$ cat src/rtl/pc_fetch_sequencer.sv
// PC register and IF-stage fetch sequencer.
// Handles fixed-priority redirects, stalls and a variable-latency imem handshake.
module pc_fetch_sequencer #(
  parameter logic [31:0] RESET_VECTOR = 32'h0000_0000,
  parameter logic [31:0] EXC_VECTOR   = 32'h0000_0080
) (
  input  logic        clk,
  input  logic        reset,
  input  logic        stall,
  input  logic        exception,
  input  logic        branch_taken,
  input  logic [31:0] branch_target,
  input  logic        jump,
  input  logic [31:0] jump_target,
  input  logic        imem_ready,
  output logic        imem_req,
  output logic [31:0] pc,
  output logic [31:0] pc_plus4,
  output logic        fetch_valid
);

  typedef enum logic [1:0] {
    S_BOOT,
    S_FETCH,
    S_WAIT
  } state_e;

  state_e      state_q, state_d;
  logic [31:0] pc_q, pc_d;
  logic        pend_valid_q, pend_valid_d;
  logic [31:0] pend_target_q, pend_target_d;
  logic [1:0]  pend_prio_q, pend_prio_d;

  logic [1:0]  cur_prio;
  logic [31:0] cur_target;
  logic [31:0] win_target;
  logic        redirect;
  logic        cur_wins;

  // Priority code: 3 = exception, 2 = branch, 1 = jump, 0 = none
  always_comb begin
    cur_prio   = 2'd0;
    cur_target = 32'h0;
    if (exception) begin
      cur_prio   = 2'd3;
      cur_target = EXC_VECTOR;
    end else if (branch_taken) begin
      cur_prio   = 2'd2;
      cur_target = branch_target;
    end else if (jump) begin
      cur_prio   = 2'd1;
      cur_target = jump_target;
    end
    cur_target[1:0] = 2'b00;
  end

  assign redirect   = (cur_prio != 2'd0);
  assign cur_wins   = !pend_valid_q || (cur_prio >= pend_prio_q);
  assign win_target = cur_wins ? cur_target : pend_target_q;

  assign pc       = pc_q;
  assign pc_plus4 = pc_q + 32'd4;
  assign imem_req = (state_q != S_BOOT);

  assign fetch_valid = (state_q == S_FETCH || state_q == S_WAIT)
                     && imem_ready && !stall && !redirect
                     && !pend_valid_q;

  always_comb begin
    state_d       = state_q;
    pc_d          = pc_q;
    pend_valid_d  = pend_valid_q;
    pend_target_d = pend_target_q;
    pend_prio_d   = pend_prio_q;
    case (state_q)
      S_BOOT: state_d = S_FETCH;
      S_FETCH: begin
        if (redirect) begin
          pc_d = cur_target;
        end else if (!imem_ready) begin
          state_d = S_WAIT;
        end else if (!stall) begin
          pc_d = pc_plus4;
        end
      end
      S_WAIT: begin
        if (!imem_ready) begin
          if (redirect && cur_wins) begin
            pend_valid_d  = 1'b1;
            pend_target_d = cur_target;
            pend_prio_d   = cur_prio;
          end
        end else begin
          state_d = S_FETCH;
          if (redirect || pend_valid_q) begin
            pc_d         = win_target;
            pend_valid_d = 1'b0;
          end else if (!stall) begin
            pc_d = pc_plus4;
          end
        end
      end
      default: state_d = S_BOOT;
    endcase
  end

  always_ff @(posedge clk) begin
    if (reset) begin
      state_q       <= S_BOOT;
      pc_q          <= RESET_VECTOR;
      pend_valid_q  <= 1'b0;
      pend_target_q <= 32'h0;
      pend_prio_q   <= 2'd0;
    end else begin
      state_q       <= state_d;
      pc_q          <= pc_d;
      pend_valid_q  <= pend_valid_d;
      pend_target_q <= pend_target_d;
      pend_prio_q   <= pend_prio_d;
    end
  end

endmodule

$ cat config.mk
export PLATFORM = sky130hd
export DESIGN_NAME = pc_fetch_sequencer
export DESIGN_NICKNAME = d
export VERILOG_FILES = /design/src/rtl/pc_fetch_sequencer.sv
export SDC_FILE = /design/constraint.sdc
export NUM_CORES = 1
export LEC_CHECK = 0
export BUFFER_PORTS_ARGS = -buffer_cell sky130_fd_sc_hd__buf_2
export CAP_MARGIN = 20
export CORE_UTILIZATION = 32
export CTS_BUF_LIST = sky130_fd_sc_hd__clkbuf_4 sky130_fd_sc_hd__clkbuf_8
export DETAILED_ROUTE_END_ITERATION = 10
export GPL_TIMING_DRIVEN = 0
export PLACE_DENSITY_LB_ADDON = 0.15
export SLEW_MARGIN = 10
export SYNTH_ARGS = -nofsm -noshare
export SYNTH_HDL_FRONTEND = slang
export SYNTH_SLANG_ARGS = --single-unit
$ cat constraint.sdc
create_clock -name clk -period 4.6 [get_ports clk]
set_input_delay 0.23 -clock clk [delete_from_list [all_inputs] [get_ports clk]]
set_output_delay 0.23 -clock clk [all_outputs]
set_load 0.02 [all_outputs]
Word level (Yosys, flattened, before mapping)
Cells that the tools add are included.
{"block": "word_totals", "out_inout_bits": 66, "wordCells": 55, "ff_bits": 67, "inputBits": 71}
{"block": "classes", "n_lt_le_gt_ge": 1, "n_eq_ne": 7, "n_bitwise": 1, "add_sub_neg": 1, "n_mux": 20, "n_reduce_logical": 20}
{"operator": "2-to-1 mux 32 bit", "n": 9}
{"operator": "case mux 32 bit (2 select lines)", "n": 1}
{"operator": "adder 32 x 3 -> 32 bit (second input constant)", "n": 1}
{"operator": "AND reduction 3 bit", "n": 4}
{"operator": "2-to-1 mux 2 bit", "n": 5}
{"operator": "nonzero test 2 bit", "n": 4}
{"operator": "inequality test 2 bit (second input constant)", "n": 3}
{"operator": "case mux 2 bit (3 select lines)", "n": 1}
{"operator": "logical AND 1 bit", "n": 5}
{"operator": "2-to-1 mux 1 bit", "n": 4}
{"operator": "zero test 1 bit", "n": 3}
{"operator": "logical OR 1 bit", "n": 3}
{"operator": "inequality test 3 bit (second input constant)", "n": 1}
{"operator": "== test 2 x 1 -> 1 bit (second input constant)", "n": 1}
{"operator": "== test 2 bit (second input constant)", "n": 1}
{"operator": "greater-or-equal comparator 2 bit", "n": 1}
{"operator": "zero test 2 bit", "n": 1}
{"operator": "inequality test 2 x 1 -> 1 bit (second input constant)", "n": 1}
{"operator": "inverter 1 bit", "n": 1}

Depth between registers and ports, before layout
{"block": "depth", "word_depth": 9, "depth_mapped": 13, "mapped_depth_nobuf": 8}

Worst setup path after synthesis
Ideal clock, no wire load.
{"block": "synth_timing", "path_type": "input port to flip-flop", "start": "in jump", "end": "reg pc_q[24], in the netlist pc[24]", "path_slack_ps": 1862, "path_buffers": 5, "path_stages": 13, "t_arrival_ps": 2596, "t_required_ps": 4458, "cell_sequence": "buf_2 nor2b_1 buf_2 buf_1 nor2_1 ha_1 nand2b_1 a21oi_1 clkbuf_1 clkbuf_1 nor2_1 o31ai_1 a221oi_1"}
{"block": "synth_between", "elab_chain_cells": 9, "word_cells_on_any_way": 17, "classes_between": "order compare (1); eq/ne (1); mux (11); reduce/logical (4)"}
{"item": "start: declaration", "line": "13", "source": "input logic jump,"}
{"item": "2-to-1 mux 1 bit", "line": "50", "source": "end else if (jump) begin"}
{"item": "2-to-1 mux 2 bit", "line": "47", "source": "end else if (branch_taken) begin"}
{"item": "2-to-1 mux 2 bit", "line": "44", "source": "if (exception) begin"}
{"item": "greater-or-equal comparator 2 bit", "line": "58", "source": "assign cur_wins = !pend_valid_q || (cur_prio >= pend_prio_q);"}
{"item": "logical OR 1 bit", "line": "58"}
{"item": "2-to-1 mux 32 bit", "line": "59", "source": "assign win_target = cur_wins ? cur_target : pend_target_q;"}
{"item": "2-to-1 mux 32 bit", "line": "95", "source": "if (redirect || pend_valid_q) begin"}
{"item": "2-to-1 mux 32 bit", "line": "87", "source": "if (!imem_ready) begin"}
{"item": "case mux 32 bit (2 select lines)", "line": "75", "source": "case (state_q)"}
{"item": "end signal: assignment", "line": "116", "source": "pc_q <= pc_d;"}
{"item": "end: declaration", "line": "29", "source": "logic [31:0] pc_q, pc_d;"}
Several ways; a longest one is shown, not always the timed one. The select of a mux whose other input is x is not followed.
A chain may end at the register's enable or synchronous reset.

Final worst setup path
{"block": "layout_timing", "start": "in branch_taken", "end": "reg pc_q[10], in the netlist pc[10]"}
{"block": "layout_between", "elab_chain_cells": 8, "word_cells_on_any_way": 15, "classes_between": "order compare (1); eq/ne (1); mux (9); reduce/logical (4)"}
{"item": "start: declaration", "line": "11", "source": "input logic branch_taken,"}
{"item": "2-to-1 mux 2 bit", "line": "47"}
{"item": "2-to-1 mux 2 bit", "line": "44"}
{"item": "greater-or-equal comparator 2 bit", "line": "58"}
{"item": "logical OR 1 bit", "line": "58"}
{"item": "2-to-1 mux 32 bit", "line": "59"}
{"item": "2-to-1 mux 32 bit", "line": "95"}
{"item": "2-to-1 mux 32 bit", "line": "87"}
{"item": "case mux 32 bit (2 select lines)", "line": "75"}
Several ways; a longest one is shown, not always the timed one. The select of a mux whose other input is x is not followed.

==> key figures <==
Synthesis
  – Netlist cell types: 73
  – EDFF count, synth: 0
  – Sequential area share after synthesis: 25.44%
  – Avg Cell Area, Syn: 7.174 um^2
  – Top_reg_cell synth: dfxtp_1
  – Yosys Warn Count: 0
  – Post-Synthesis Cells: approximately 710
  – Synthesis-stage register bit count: 65
  – Async SR Flop Fraction: 0%
  – Mapped cell area: 5115 um^2

Global route
  – Overflow after GRT: 0
  – Initial antenna violation count: 0
  – GRT busiest layer: met2
  – Met2 Usage GRT: 37.07%
  – First-pass GRT wire length: 30730 um
  – Largest net degree at the start of global routing: 11
  – Overall routing resource usage: 24.68%
  – Met1 usage: 35.54%
  – GRT met3 Usage: 4.158%
  – Number of global-route vias before repair: 5214

Timing
  – Max-slew headroom: 30.63%
  – Final Hold Viols: 0
  – # setup viols final: 0
  – Max Fclk: 280.0 MHz
  – RSZ-0062 raised after global routing: no
  – Setup slack after layout: roughly 1000 ps
  – Final period util: 77.64%
  – Final hold slack: 281.6 ps
  – TNS Setup: 0 ps
  – Crit path time final: ~3600 ps
  – Worst-Margin Slew: 1033 ps
  – Clk_skew: between 10 and 15 ps
  – Slew Limit Fails: 0

Critical path
  – CP endpoint kind: flip-flop
  – Crit Path Category: in2reg
  – CP Launch Point: branch_taken
  – RR Startpoint: pc[3]
  – Critical Path RT: 4840 ps
  – Max FO, Critical Path: 10
  – Worst Path Arrival: 3820 ps
  – Nature of the critical path startpoint: input pin

Power
  – Psw: about 1.4 mW
  – VDD IR max: 166.2 uV
  – Sw Ratio: 48.77%
  – Power Density: 454.1 nW/um^2
  – Static leakage: approximately 2.4 nW
  – Reg power frac: approximately 29%
  – Internal power: 1.442 mW
  – Logic pwr share: 54.6%
  – Clock power frac: 16.6%

Clock network
  – CTS tree: done
  – TritonCTS Buffers: 9
  – Post-cts sizing count: 0
  – Total setup buffers inserted after CTS: 0
  – Cts hold-fix bufs: 0
  – Clock slew at reported path FFs: about 70 ps
  – Worst skew pair latency: 370 ps
  – Clock sink total: 65
  – Clock buffer depth: 2
  – Root Buffer: clkbuf_8
  – Htree depth: 3

Place
  – Hpwl dp: 15570 um
  – Routability cong.: 0.8704
  – Dpl ws: 686.1 ps
  – Post-Place Cell Area: 6026 um^2
  – Port Buffers: 126

Drt
  – Initial detailed-routing violation count: 537
  – Final wirelength: approximately 20000 um
  – Number of routed nets with antenna violations: 0
  – WL per Instance: 18.91 um
  – Vias/cell: 5.453
  – Residual DRC: 0
  – Drt pass-1 iters: 5
  – Via count: 5818

Floorplan
  – Die Area: 16490 um^2
  – Die X: 128.4 um
  – FP Rows: 45
  – DIE HEIGHT: about 130 um
  – Initial Utilization: ~33%
  – Core Area: 15430 um^2
  – Top Ports: 137

Final layout
  – Share of layout cells above drive strength 1: between 20% and 30%
  – Finished Cell Area: just over 6000 um^2
  – Fill count: 1723
  – Post-layout nets: about 930
  – Layout area overhead: 21.21%
  – Diodes inserted: 0

Worst hold path
  – HP Class: in2reg
  – Min-delay src: reset

Outcome
  – Status: complete, no violations

Flow run
  – Max_cap viols: 0
## cell families after synthesis
| group | Yosys count | synth area share [%] |
|---|---|---|
| compound gates | 197 | 26.44 |
| xor+xnor | 45 | 7.706 |
| fa+ha+maj | 7 | 1.712 |
| buf+inv | 86 | 7.069 |
| flops | 65 | 25.44 |
| mux | 15 | 3.131 |
| other cells | 1 | 0.07332 |
| simple gates | 297 | 28.42 |
## placed cells by master, fill, tap and decap left out, types with 6 or more instances in the layout
cell	Yosys	routed
dfxtp_1	65	65
nand4_1	9	9
clkbuf_1	42	42
ha_1	7	7
or3_1	9	9
a31oi_1	6	6
nand3_1	20	20
nand2_1	119	119
a32o_1	11	11
xnor2_1	24	24
o22ai_1	8	8
nor4_1	15	15
a21oi_1	60	60
nand2b_1	6	6
buf_1	6	6
nand3b_1	14	14
o211ai_1	6	6
mux2_2	8	8
o221ai_1	11	11
xor2_1	21	21
and2_1	6	6
buf_2	18	144
inv_1	15	15
a211oi_1	15	15
clkbuf_8	0	11
mux2i_1	7	7
o21ai_0	24	24
nor3_1	20	19
nor2_1	49	49
## metal layers
metal	routed length (um)	vias up
met5	0	-
met4	331	0
met3	1595	16
met2	8521	253
met1	9731	2681
li1	-	2868
## stage by stage
stage,util (%),std cells,power [mW]
after floorplan,-,716,1.825
after global placement,39.03,1053,2.338
after detailed placement,39.06,1053,2.337
after CTS,40.19,1067,2.802
after global routing,40.19,1067,2.981
final,40.19,1067,2.815
## final timing paths
| path | endpoint | slack, ps | cells past startpoint |
|---|---|---|---|
| worst max register to register | pc[22] | 1770 | 6 |
| worst min register to register | pend_target_q[24] | 460 | 2 |
| worst min-delay path | pc[17] | 280 | 4 |
| worst max-delay path | pc[10] | 1030 | 14 |
## cell usage after synthesis, types with 5 or more instances
cell type	number	area share [%]
a31oi_1	6	0.73
clkbuf_1	42	3.1
or2_0	5	0.61
xor2_1	21	3.6
xnor2_1	24	4.1
ha_1	7	1.7
nor4_1	15	1.8
nand3b_1	14	2.1
inv_1	15	1.1
a21oi_1	60	5.9
nand2_1	119	8.7
a22oi_1	5	0.73
buf_2	18	1.8
buf_1	6	0.44
nand3_1	20	2.0
nor2_1	49	3.6
nand4_1	9	1.1
mux2i_1	7	1.4
or3_1	9	1.1
a21o_1	5	0.73
o221ai_1	11	1.9
dfxtp_1	65	25
and2_1	6	0.73
mux2_2	8	1.8
a32o_1	11	2.2
nand2b_1	6	0.73
o21ai_0	24	2.3
nor3_1	20	2.0
o211ai_1	6	0.88
o22ai_1	8	0.98
a211oi_1	15	2.2
## state kept, by name, summed over array words and instances (netlist names)
name and count:
pc 30, state_q 2, pend_target_q 30, pend_valid_q 1
pend_prio_q 2
## layout make-up
type | count | area, um^2 | area share, %
plain buffers | 71 | 305.3 | 4.924
clock buffers | 14 | 173.9 | 2.805
inverters | 15 | 56.30 | 0.9082
multi-input cells | 565 | 3468 | 55.94
flip-flops and latches | 65 | 1301 | 20.99
well taps | 211 | 264.0 | 4.258
repair buffers | 126 | 630.6 | 10.17
## critical path, cell delays in order
cell and delay (ps):
buf_2 100, buf_2 170, nor2b_1 120, buf_2 260
buf_1 460, nor2_1 80, ha_1 280, nand2b_1 160
a21oi_1 290, clkbuf_1 550, clkbuf_1 460, a21oi_1 170
o211a_1 160, nor4_1 310
## power groups by stage
stage,sequential (mW),combinational [mW],clock (mW)
3_5_place_dp,0.822,1.51,0
5_1_grt,0.827,1.66,0.492
2_1_floorplan,0.898,0.928,0
6_report,0.810,1.54,0.468
3_3_place_gp,0.822,1.52,0
4_1_cts,0.809,1.52,0.472
Power figures use the tool's default switching activity.
